==> src/rtl/onehot_scan_decoder.sv <==
`default_nettype none
// ============================================================================
//  Module   : onehot_scan_decoder
//  Purpose  : Registered binary-to-one-hot decoder with enable and a scan
//             mode that walks the active line through every position, holding
//             each one for DWELL cycles. Every output comes from a flop, so it
//             can drive pads or downstream logic directly.
//  Ports    :
//    clk      in   1      rising-edge clock
//    rst      in   1      synchronous active-high reset
//    in       in   IN_W   select index (direct) / start index (scan entry)
//    enable   in   1      1 = outputs active, 0 = all outputs low
//    mode     in   1      0 = direct decode, 1 = scan
//    scan_dir in   1      0 = ascending, 1 = descending
//    out      out  OUT_W  registered one-hot select, zero when disabled
//    idx      out  IN_W   registered index currently decoded onto out
//    wrap     out  1      one-cycle pulse when a scan step wraps around
//  Revision : 1.0 - initial release
// ============================================================================
module onehot_scan_decoder #(
  parameter int IN_W  = 3,
  parameter int DWELL = 4
) (
  input  logic               clk,
  input  logic               rst,
  input  logic [IN_W-1:0]    in,
  input  logic               enable,
  input  logic               mode,
  input  logic               scan_dir,
  output logic [2**IN_W-1:0] out,
  output logic [IN_W-1:0]    idx,
  output logic               wrap
);

  localparam int OUT_W = 2**IN_W;
  // A single-cycle dwell still gets a 1-bit counter; it simply stays at 0.
  localparam int CNT_W = (DWELL > 1) ? $clog2(DWELL) : 1;
  localparam logic [CNT_W-1:0] CNT_LAST = CNT_W'(DWELL - 1);

  typedef enum logic [1:0] {
    ST_OFF    = 2'd0,
    ST_DIRECT = 2'd1,
    ST_SCAN   = 2'd2
  } state_t;

  state_t             state_q, state_d;
  logic [IN_W-1:0]    idx_q, idx_d;
  logic [CNT_W-1:0]   cnt_q, cnt_d;
  logic               wrap_q, wrap_d;
  logic [OUT_W-1:0]   out_q, out_d;

  logic               active_d;   // next cycle drives a line at all
  logic [OUT_W-1:0]   dec_d;      // one-hot decode of idx_d
  logic [IN_W-1:0]    step_idx;   // neighbour index in the scan direction
  logic               step_wraps; // neighbour lies across the 0 / OUT_W-1 seam

  // --------------------------------------------------------------------------
  // Next-state decision: purely from the sampled enable/mode pair.
  // --------------------------------------------------------------------------
  always_comb begin
    state_d = ST_OFF;
    if (enable) begin
      state_d = mode ? ST_SCAN : ST_DIRECT;
    end
  end

  // Index arithmetic wraps naturally because OUT_W is exactly 2**IN_W.
  always_comb begin
    step_idx   = scan_dir ? (idx_q - IN_W'(1)) : (idx_q + IN_W'(1));
    step_wraps = scan_dir ? (idx_q == '0) : (idx_q == '1);
  end

  // --------------------------------------------------------------------------
  // Datapath next values.
  // --------------------------------------------------------------------------
  always_comb begin
    idx_d    = idx_q;      // OFF holds the last index
    cnt_d    = '0;
    wrap_d   = 1'b0;
    active_d = 1'b0;
    unique case (state_d)
      ST_DIRECT: begin
        idx_d    = in;
        active_d = 1'b1;
      end
      ST_SCAN: begin
        active_d = 1'b1;
        if (state_q != ST_SCAN) begin
          // Entry: load the start index; it then dwells like any other.
          idx_d = in;
        end else if (cnt_q == CNT_LAST) begin
          // Step cycle: the only point where scan_dir is consulted.
          idx_d  = step_idx;
          wrap_d = step_wraps;
        end else begin
          cnt_d = cnt_q + CNT_W'(1);
        end
      end
      default: begin
        active_d = 1'b0;
      end
    endcase
  end

  // One comparator per output line keeps out == 1 << idx by construction.
  for (genvar i = 0; i < OUT_W; i++) begin : g_decode
    assign dec_d[i] = (idx_d == IN_W'(i));
  end

  always_comb begin
    out_d = active_d ? dec_d : '0;
  end

  // --------------------------------------------------------------------------
  // State and output registers.
  // --------------------------------------------------------------------------
  always_ff @(posedge clk) begin
    if (rst) begin
      state_q <= ST_OFF;
      idx_q   <= '0;
      cnt_q   <= '0;
      wrap_q  <= 1'b0;
      out_q   <= '0;
    end else begin
      state_q <= state_d;
      idx_q   <= idx_d;
      cnt_q   <= cnt_d;
      wrap_q  <= wrap_d;
      out_q   <= out_d;
    end
  end

  assign out  = out_q;
  assign idx  = idx_q;
  assign wrap = wrap_q;

endmodule
`default_nettype wire

==> config.mk <==
export PLATFORM = sky130hd
export DESIGN_NAME = onehot_scan_decoder
export DESIGN_NICKNAME = d
export VERILOG_FILES = /design/src/rtl/onehot_scan_decoder.sv
export SDC_FILE = /design/constraint.sdc
export NUM_CORES = 1
export LEC_CHECK = 0
export CAP_MARGIN = 20
export CORE_MARGIN = 3
export CORE_UTILIZATION = 41
export DETAILED_ROUTE_END_ITERATION = 8
export HOLD_SLACK_MARGIN = 0.05
export PLACE_DENSITY = 0.79
export SLEW_MARGIN = 15
export SYNTH_ARGS = -nofsm -noshare
export SYNTH_HDL_FRONTEND = slang
export SYNTH_SLANG_ARGS = --single-unit
export TNS_END_PERCENT = 5
==> constraint.sdc <==
create_clock -name clk -period 1.7 [get_ports clk]
set_input_delay 0.17 -clock clk [delete_from_list [all_inputs] [get_ports clk]]
set_output_delay 0.17 -clock clk [all_outputs]
set_load 0.1 [all_outputs]
==> results of run 1 <==
## layer usage
layer / share of wire / GRT usage / vias to the layer above
li1: - / - / 305
met1: 0.40 / 0.188 / 283
met2: 0.49 / 0.243 / 25
met3: 0.079 / 0.0451 / 5
met4: 0.025 / 0.0806 / 0
met5: 0 / 0 / -
## worst min path at each step
stage	to	slack, ps	cells past startpoint	startpoint
after floorplan	idx[0]	230	1	rst
after global routing	cnt_q[0]	460	1	cnt_q[0]
after global placement	cnt_q[0]	410	1	cnt_q[0]
after detailed placement	cnt_q[0]	420	1	cnt_q[0]
final	cnt_q[0]	430	1	cnt_q[0]
after CTS	cnt_q[0]	440	1	cnt_q[0]
## synth_stat cells
master | n | area, um^2
a211o_1 | 1 | 8.76
a21boi_2 | 1 | 11.3
a21o_1 | 1 | 7.51
a21oi_1 | 1 | 5.00
a21oi_2 | 1 | 8.76
a221oi_2 | 1 | 15.0
a2bb2oi_2 | 1 | 15.0
a31oi_1 | 1 | 6.26
and2_1 | 1 | 6.26
and3b_1 | 1 | 8.76
and4b_4 | 1 | 13.8
buf_2 | 1 | 5.00
buf_6 | 1 | 11.3
dfxtp_1 | 16 | 320
fa_1 | 1 | 20.0
ha_1 | 1 | 12.5
inv_1 | 3 | 11.3
mux2_2 | 1 | 11.3
mux2i_1 | 1 | 10.0
nand2_1 | 4 | 15.0
nand2b_1 | 3 | 18.8
nand4b_1 | 1 | 8.76
nor2_1 | 5 | 18.8
nor2b_1 | 2 | 12.5
nor3_1 | 6 | 30.0
nor3b_1 | 3 | 22.5
nor4_2 | 2 | 25.0
nor4b_1 | 1 | 8.76
o22ai_1 | 2 | 12.5
o2bb2ai_2 | 2 | 30.0
xor2_1 | 1 | 8.76
## flip-flops by register name, indices dropped and copies added, names as in the netlist
register	flops
cnt_q	2
idx	3
out	8
state_q	2
wrap	1
## cells by family (layout without fill, tap and decap cells)
family | after synthesis | count (layout)
and+or+nand+nor | 30 | 30
DFF | 16 | 16
AOI/OAI and AO/OA | 12 | 12
buffers and inverters | 5 | 34
adders and majority gates | 2 | 2
muxes | 2 | 2
xor gates and xnor gates | 1 | 1
## layout make-up
cell class              instances  area [um^2]  area share
well taps                      16         20.0      0.0190
repair buffers                 27          258       0.245
clock buffers                   3         22.5      0.0214
clock inverters                 1         3.75     0.00357
multi-input cells              47          408       0.388
flip-flops and latches         16          329       0.313
inverters                       3         11.3      0.0107
## repair_timing
action | CTS | global route
resized for setup | 0 | 2
setup endpoints to repair | 4 | 9
pin swaps | 1 | 5
## power breakdown
part | total, W | internal, W | switching (W)
Sequential | 0.000399 | 0.000387 | 0.0000119
Clock | 0.000205 | 0.0000852 | 0.000120
Combinational | 0.000239 | 0.0000918 | 0.000147
## through the flow
step	std cells	instance area (um^2)	setup slack [ps]	utilization	total power, W
5_1_grt	113	1050	-88.0	0.667	0.000876
3_5_place_dp	109	1020	-283	0.644	0.000644
2_1_floorplan	68	754	-68.1	-	0.000560
6_report	113	1050	-1.07	0.667	0.000843
4_1_cts	113	1040	-36.1	0.661	0.000844
3_3_place_gp	109	1020	-231	0.644	0.000639
==> results.yml, run 1 <==
global_route:
  grt_pass1_vias: 558
  track_usage: 0.154
  grt_overflow: 0
  antenna_found_initial: 0
  grt_pass1_wl_um: 2370
  grt_max_degree: 10
timing:
  fin_crit_sh: 1.00
  hold_viol: 0
  slew_violations: 0
  clock.fmax_mhz: 588
  finalClockSkew_ps: 8.68
  period_minus_slack_ps: 1700
  setup_slack_ps: -1.07
  fin_setup_tns_ps: -1.07
  holdWs_ps: 431
  maxSlewHeadroom: 0.770
  rsz0062_at_grt: "true"
  tightest_slew_ps: 345
  setup_viol: 1
finish:
  mostFrequentLayoutCells: "buf_4, dfxtp_1, clkdlybuf4s50_1"
  antenna_cells: 0
  syn_to_final_growth_pct: 46.3
  nNetsFinal: 108
  drive_above_1_share: 0.412
  num-fill-cells: 136
  final_common_cell: "buf_4"
detailed_routing:
  vias: 618
  wl_per_cell_um: 13.9
  drcViolationCount: 0
  first_pass_iters: 4
  vias_per_cell: 5.47
  wirelength_um: 1570
  antenna_left: 0
  drtIter0Drc: 11
setup_path:
  timing.rr.end: "out[3]"
  r2r_cells: 5
  crit_fanout: 4
  critPathTopFamily: "compound AO/OA/AOI/OAI gates"
  crit_cells: 5
  critPathLaunch: "idx[0]"
  path_buf_inv: 0
  worstSetupEndpoint: "out[3]"
  crit_type: "reg2reg"
  crit_arrival_ps: 1870
  worst_path_max_delay_cell: "fa_2"
  r2r-start: "idx[0]"
  cp-start-kind: "flop"
  max_stage_delay_ps: 380
  crit_required_ps: 1860
  cp_cell_sequence: "fa_2, xor2_1, a221oi_2, a21o_1, nor3_1"
  critPathCaptureType: "flop"
  r2r_slack_ps: -1
clocking:
  htree_levels: 1
  clock_sinks: 16
  cts_tree: "yes"
  path_clk_slew_ps: 100
  cts_setup_buffers: 0
  cts_made_buffers: 3
  cts-root-buf: "clkbuf_4"
  cts_hold_repair.buffers: 0
  cts.path.max_buffers: 2
  clkLatencyLatePin_ps: 290
synth:
  synth-simple-area-share: 0.263
  synthAdderAreaFrac: 0.0452
  yosysSeqAreaShare: 0.445
  synth_compound_area_frac: 0.167
  synth-seq-cells: 16
  synth_xor_area_frac: 0.0122
  synth.mux.area_fraction: 0.0296
  syn_area_um2: 719
  synth_area_per_cell_um2: 10.6
  synth_warnings: 0
  syn_nets: 78
  syn_inst: 68
  synth_cell_types: 31
  synth_top_family_by_area: "simple AND/OR/NAND/NOR gates"
floorplanning:
  start_util: 0.456
  die_x_um: 47.9
  core-area_um2: 1580
  chipHeight_um: 47.9
  die_area_um2: 2290
  io_pins: 20
  rows: 14
power:
  power_density_nw_per_um2: 801
  p_leak_nw: 0.417
  vdd_ir_drop_max_mv: 0.500
job:
  drv_cap: 0
status:
  status: "complete, but fails checks"
  violations: "setup timing"
place:
  port_buffers: 19
  gp_congestion: 0.813
  place.detailed.hpwl_um: 1230
min_path:
  hp-class: "reg2reg"
Note: power is estimated with default switching activity, not from simulation.
==> run 2: changes to the inputs <==
--- a/config.mk
+++ b/config.mk
@@ -6,11 +6,11 @@
 export NUM_CORES = 1
 export LEC_CHECK = 0
 export CAP_MARGIN = 20
-export CORE_MARGIN = 3
 export CORE_UTILIZATION = 41
 export DETAILED_ROUTE_END_ITERATION = 8
 export HOLD_SLACK_MARGIN = 0.05
 export PLACE_DENSITY = 0.79
+export SETUP_SLACK_MARGIN = 0.5
 export SLEW_MARGIN = 15
 export SYNTH_ARGS = -nofsm -noshare
 export SYNTH_HDL_FRONTEND = slang
==> run 2 against run 1 <==
Effect of this change: the flow still finishes with violations (setup timing); cell count up 1.8%; utilization increased by 3.2 points; clock power up 21%; sequential cell count did not move; cell area increased by 4.8%; via count is 4.9% higher; hold slack got worse by 59 ps; clock skew rose by 0.81 ps; sequential share of layout area down 1.4 points; highest routed layer unchanged.
==> results.yml, run 2 (synthesis gave the netlist of run 1 again) <==
setup_path:
  critPathTopFamily: "compound AO/OA/AOI/OAI gates"
  worst_path_max_delay_cell: "fa_2"
  crit_type: "reg2reg"
  max_stage_delay_ps: 380
  cp_cell_sequence: "fa_2, xor2_1, a211o_1, a21oi_4, buf_4, nor2_1"
  crit_arrival_ps: 1940
  crit_fanout: 5
  cp-start-kind: "flop"
  crit_required_ps: 1890
  critPathCaptureType: "flop"
  path_buf_inv: 1
detailed_routing:
  vias_per_cell: 5.63
  drcViolationCount: 0
  antenna_left: 0
  vias: 648
  first_pass_iters: 4
  wl_per_cell_um: 14.2
  wirelength_um: 1630
  drtIter0Drc: 23
place:
  gp_congestion: 0.836
  dp.cells: 109
  port_buffers: 19
  pre_cts_ws_ps: -285
  place.detailed.hpwl_um: 1170
finish:
  syn_to_final_growth_pct: 53.2
  final_util: 0.699
  mostFrequentLayoutCells: "buf_4, dfxtp_1, nor3_1, clkdlybuf4s50_1, nor2_1"
  instances_no_fill: 115
  drive_above_1_share: 0.444
  nNetsFinal: 110
  antenna_cells: 0
  largest_reg_flops: 8
  final_common_cell: "buf_4"
  num-fill-cells: 114
clocking:
  clkLatencyLatePin_ps: 280
  cts_tree: "yes"
  htree_levels: 1
  cts-root-buf: "clkbuf_4"
  clock_sinks: 16
  path_clk_slew_ps: 100
  cts_hold_repair.buffers: 0
  cts.path.max_buffers: 2
  cts_made_buffers: 3
floorplanning:
  core-area_um2: 1580
  chipHeight_um: 43.9
  io_pins: 20
  start_util: 0.456
  rows: 14
  die_x_um: 43.9
  die_area_um2: 1930
timing:
  tightest_slew_ps: 342
  maxSlewHeadroom: 0.772
  rsz0062_at_grt: "true"
  setup_viol: 6
  clock.fmax_mhz: 569
  finalClockSkew_ps: 9.48
  fin_crit_sh: 1.03
  slew_violations: 0
  period_minus_slack_ps: 1760
  fin_setup_tns_ps: -178
  hold_viol: 0
  setup_slack_ps: -58.2
  holdWs_ps: 372
global_route:
  grt_overflow: 0
  grt_pass1_wl_um: 2530
  antenna_found_initial: 0
  grt_pass1_vias: 605
  grt_max_degree: 10
  track_usage: 0.186
status:
  status: "complete, but fails checks"
  violations: "setup timing"
power:
  power_density_nw_per_um2: 819
  vdd_ir_drop_max_mv: 0.506
  p_leak_nw: 0.451
job:
  drv_cap: 0
min_path:
  hp-class: "in2reg"
==> run 2: stage by stage <==
stage / total power, W / instance area (um^2)
floorplan: 0.000560 / 754
global placement: 0.000638 / 1020
detailed placement: 0.000642 / 1020
CTS: 0.000900 / 1090
global route: 0.000938 / 1100
finish: 0.000902 / 1100
==> run 2: timing repair <==
item	in CTS	in global routing
endpoints found under the setup margin	11	15
buffers inserted	2	0
hold endpoints to repair	0	0
resized for setup	2	4
pin swaps	6	2
==> run 2: final timing paths <==
check | from | end | slack, ps | depth (start not counted)
setup / recovery | idx[0] | idx[2] | -60 | 6
hold / removal | enable | state_q[0] | 370 | 3
setup reg to reg | idx[0] | idx[2] | -60 | 6
hold reg to reg | cnt_q[0] | cnt_q[0] | 440 | 1
==> run 2: layer usage <==
metal  track usage  part of all wire  vias to the layer above
met5             0                 0                        -
met1         0.216              0.44                      300
met2         0.304              0.49                       31
li1              -                 -                      311
met4         0.127             0.021                        0
met3        0.0375             0.047                        6
==> run 2: worst reg2reg max path: stages (launching register included) <==
cell     delay [ps]
dfxtp_4         370
fa_2            380
xor2_1          170
a211o_1         330
a21oi_4         240
buf_4           150
nor2_1           30
==> run 2: power by group <==
| part | internal (W) | total (W) | leakage (nW) | switching, W |
|---|---|---|---|---|
| clock | 0.000130 | 0.000249 | 0.0210 | 0.000119 |
| sequential | 0.000387 | 0.000398 | 0.132 | 0.0000110 |
| combinational | 0.000102 | 0.000255 | 0.298 | 0.000154 |
==> run 2: cell type report <==
class | count | area [um^2] | area share
Inverter | 3 | 11.3 | 0.0102
Multi-Input combinational cell | 47 | 430 | 0.390
Sequential cell | 16 | 329 | 0.299
Timing Repair Buffer | 29 | 275 | 0.250
Tap cell | 16 | 20.0 | 0.0182
Clock buffer | 4 | 36.3 | 0.0329
==> run 3: changes to the inputs <==
==> constraint.sdc (replaced) <==
create_clock -name clk -period 1.7 [get_ports clk]
set_input_delay 0.51 -clock clk [delete_from_list [all_inputs] [get_ports clk]]
set_output_delay 0.51 -clock clk [all_outputs]
set_load 0.1 [all_outputs]
==> run 3 against run 2 <==
Effect of this change: the run still ends with setup timing left; hold slack improved by 60 ps; non-clock buffer count is 3 higher; clock-buffer cell count unchanged; sequential power about the same; maximum frequency shrank 0.40%; first-iteration DRC count is 65% lower; total power increased by 0.51%; sequential share of layout area decreased by 3.6 points; wire length rose by 24%; clock power decreased by 11%.
==> results.yml, run 3 (synthesis gave the netlist of run 1 again) <==
global_route:
  grt_overflow: 0
  track_usage: 0.207
  grt_pass1_wl_um: 2890
  grt_pass1_vias: 684
  antenna_found_initial: 0
  grt_max_degree: 10
finish:
  nNetsFinal: 113
  largest_reg_flops: 8
  antenna_cells: 0
  mostFrequentLayoutCells: "buf_12, buf_4, dfxtp_1"
  syn_to_final_growth_pct: 77.0
  drive_above_1_share: 0.578
  final_util: 0.808
clocking:
  cts_made_buffers: 3
  clkLatencyLatePin_ps: 300
  clock_sinks: 16
  cts-root-buf: "clkbuf_4"
  cts_tree: "yes"
  path_clk_slew_ps: 110
  cts.path.max_buffers: 2
  cts_hold_repair.buffers: 0
  htree_levels: 1
job:
  drv_cap: 0
power:
  power_density_nw_per_um2: 712
  p_leak_nw: 0.483
  total_power_w: 0.000907
  vdd_ir_drop_max_mv: 0.434
setup_path:
  critPathCaptureType: "flop"
  crit_fanout: 4
  max_stage_delay_ps: 390
  crit_type: "reg2reg"
  crit_arrival_ps: 1980
  cp-start-kind: "flop"
  critPathTopFamily: "compound AO/OA/AOI/OAI gates"
  path_buf_inv: 0
  crit_required_ps: 1910
  worst_path_max_delay_cell: "fa_2"
  cp_cell_sequence: "fa_2, xor2_4, a211o_1, a21o_1, nor3b_2"
timing:
  period_minus_slack_ps: 1770
  finalClockSkew_ps: 17.2
  fin_setup_tns_ps: -189
  maxSlewHeadroom: 0.758
  setup_viol: 5
  holdWs_ps: 433
  tightest_slew_ps: 358
  hold_viol: 0
  rsz0062_at_grt: "true"
  setup_slack_ps: -65.2
  fin_crit_sh: 1.04
  slew_violations: 0
  clock.fmax_mhz: 567
status:
  status: "complete, but fails checks"
  violations: "setup timing"
place:
  port_buffers: 19
  place.detailed.hpwl_um: 1360
  gp_congestion: 0.871
detailed_routing:
  vias_per_cell: 5.70
  wirelength_um: 2020
  drcViolationCount: 0
  wl_per_cell_um: 17.1
  vias: 673
  drtIter0Drc: 8
  first_pass_iters: 4
  antenna_left: 0
floorplanning:
  core-area_um2: 1580
  start_util: 0.456
  io_pins: 20
  chipHeight_um: 43.9
  die_x_um: 43.9
  rows: 14
  die_area_um2: 1930
min_path:
  hp-class: "reg2reg"
==> run 3: cell type report <==
class | instances | area, um^2
clock buffer | 4 | 26.3
multi-input combinational | 47 | 470
sequential | 16 | 334
fill | 93 | 303
inverter | 3 | 11.3
timing repair buffer | 32 | 412
tap | 16 | 20.0
==> run 3: where the power goes <==
group          switching (W)  internal (W)
sequential         0.0000131      0.000387
combinational       0.000166      0.000119
clock               0.000129     0.0000914
==> run 3: final timing paths <==
kind,start,end,slack [ps],cells after the start
setup / recovery,idx[1],out[1],-70,5
hold / removal,cnt_q[0],cnt_q[0],430,1
setup reg to reg,idx[1],out[1],-70,5
hold reg to reg,cnt_q[0],cnt_q[0],430,1
==> run 3: what timing repair did <==
item	CTS	global route
pin swaps	10	5
buffers inserted	0	2
resized for setup	14	10
endpoints found under the setup margin	28	26
==> run 3: metal layers <==
layer | vias up | wire [um] | global-route usage | share of wire
met5 | - | 0 | 0 | 0
met4 | 0 | 72 | 0.145 | 0.036
met3 | 8 | 108 | 0.0292 | 0.054
met2 | 30 | 1070 | 0.367 | 0.53
met1 | 322 | 771 | 0.225 | 0.38
li1 | 313 | - | - | -
==> run 3: stage by stage <==
stage / instance area (um^2) / cells / setup slack [ps]
after floorplan: 758 / 68 / -89.1
after global placement: 1150 / 112 / -617
after detailed placement: 1150 / 112 / -667
after CTS: 1200 / 116 / -58.8
after global routing: 1270 / 118 / -99.3
final: 1270 / 118 / -65.2
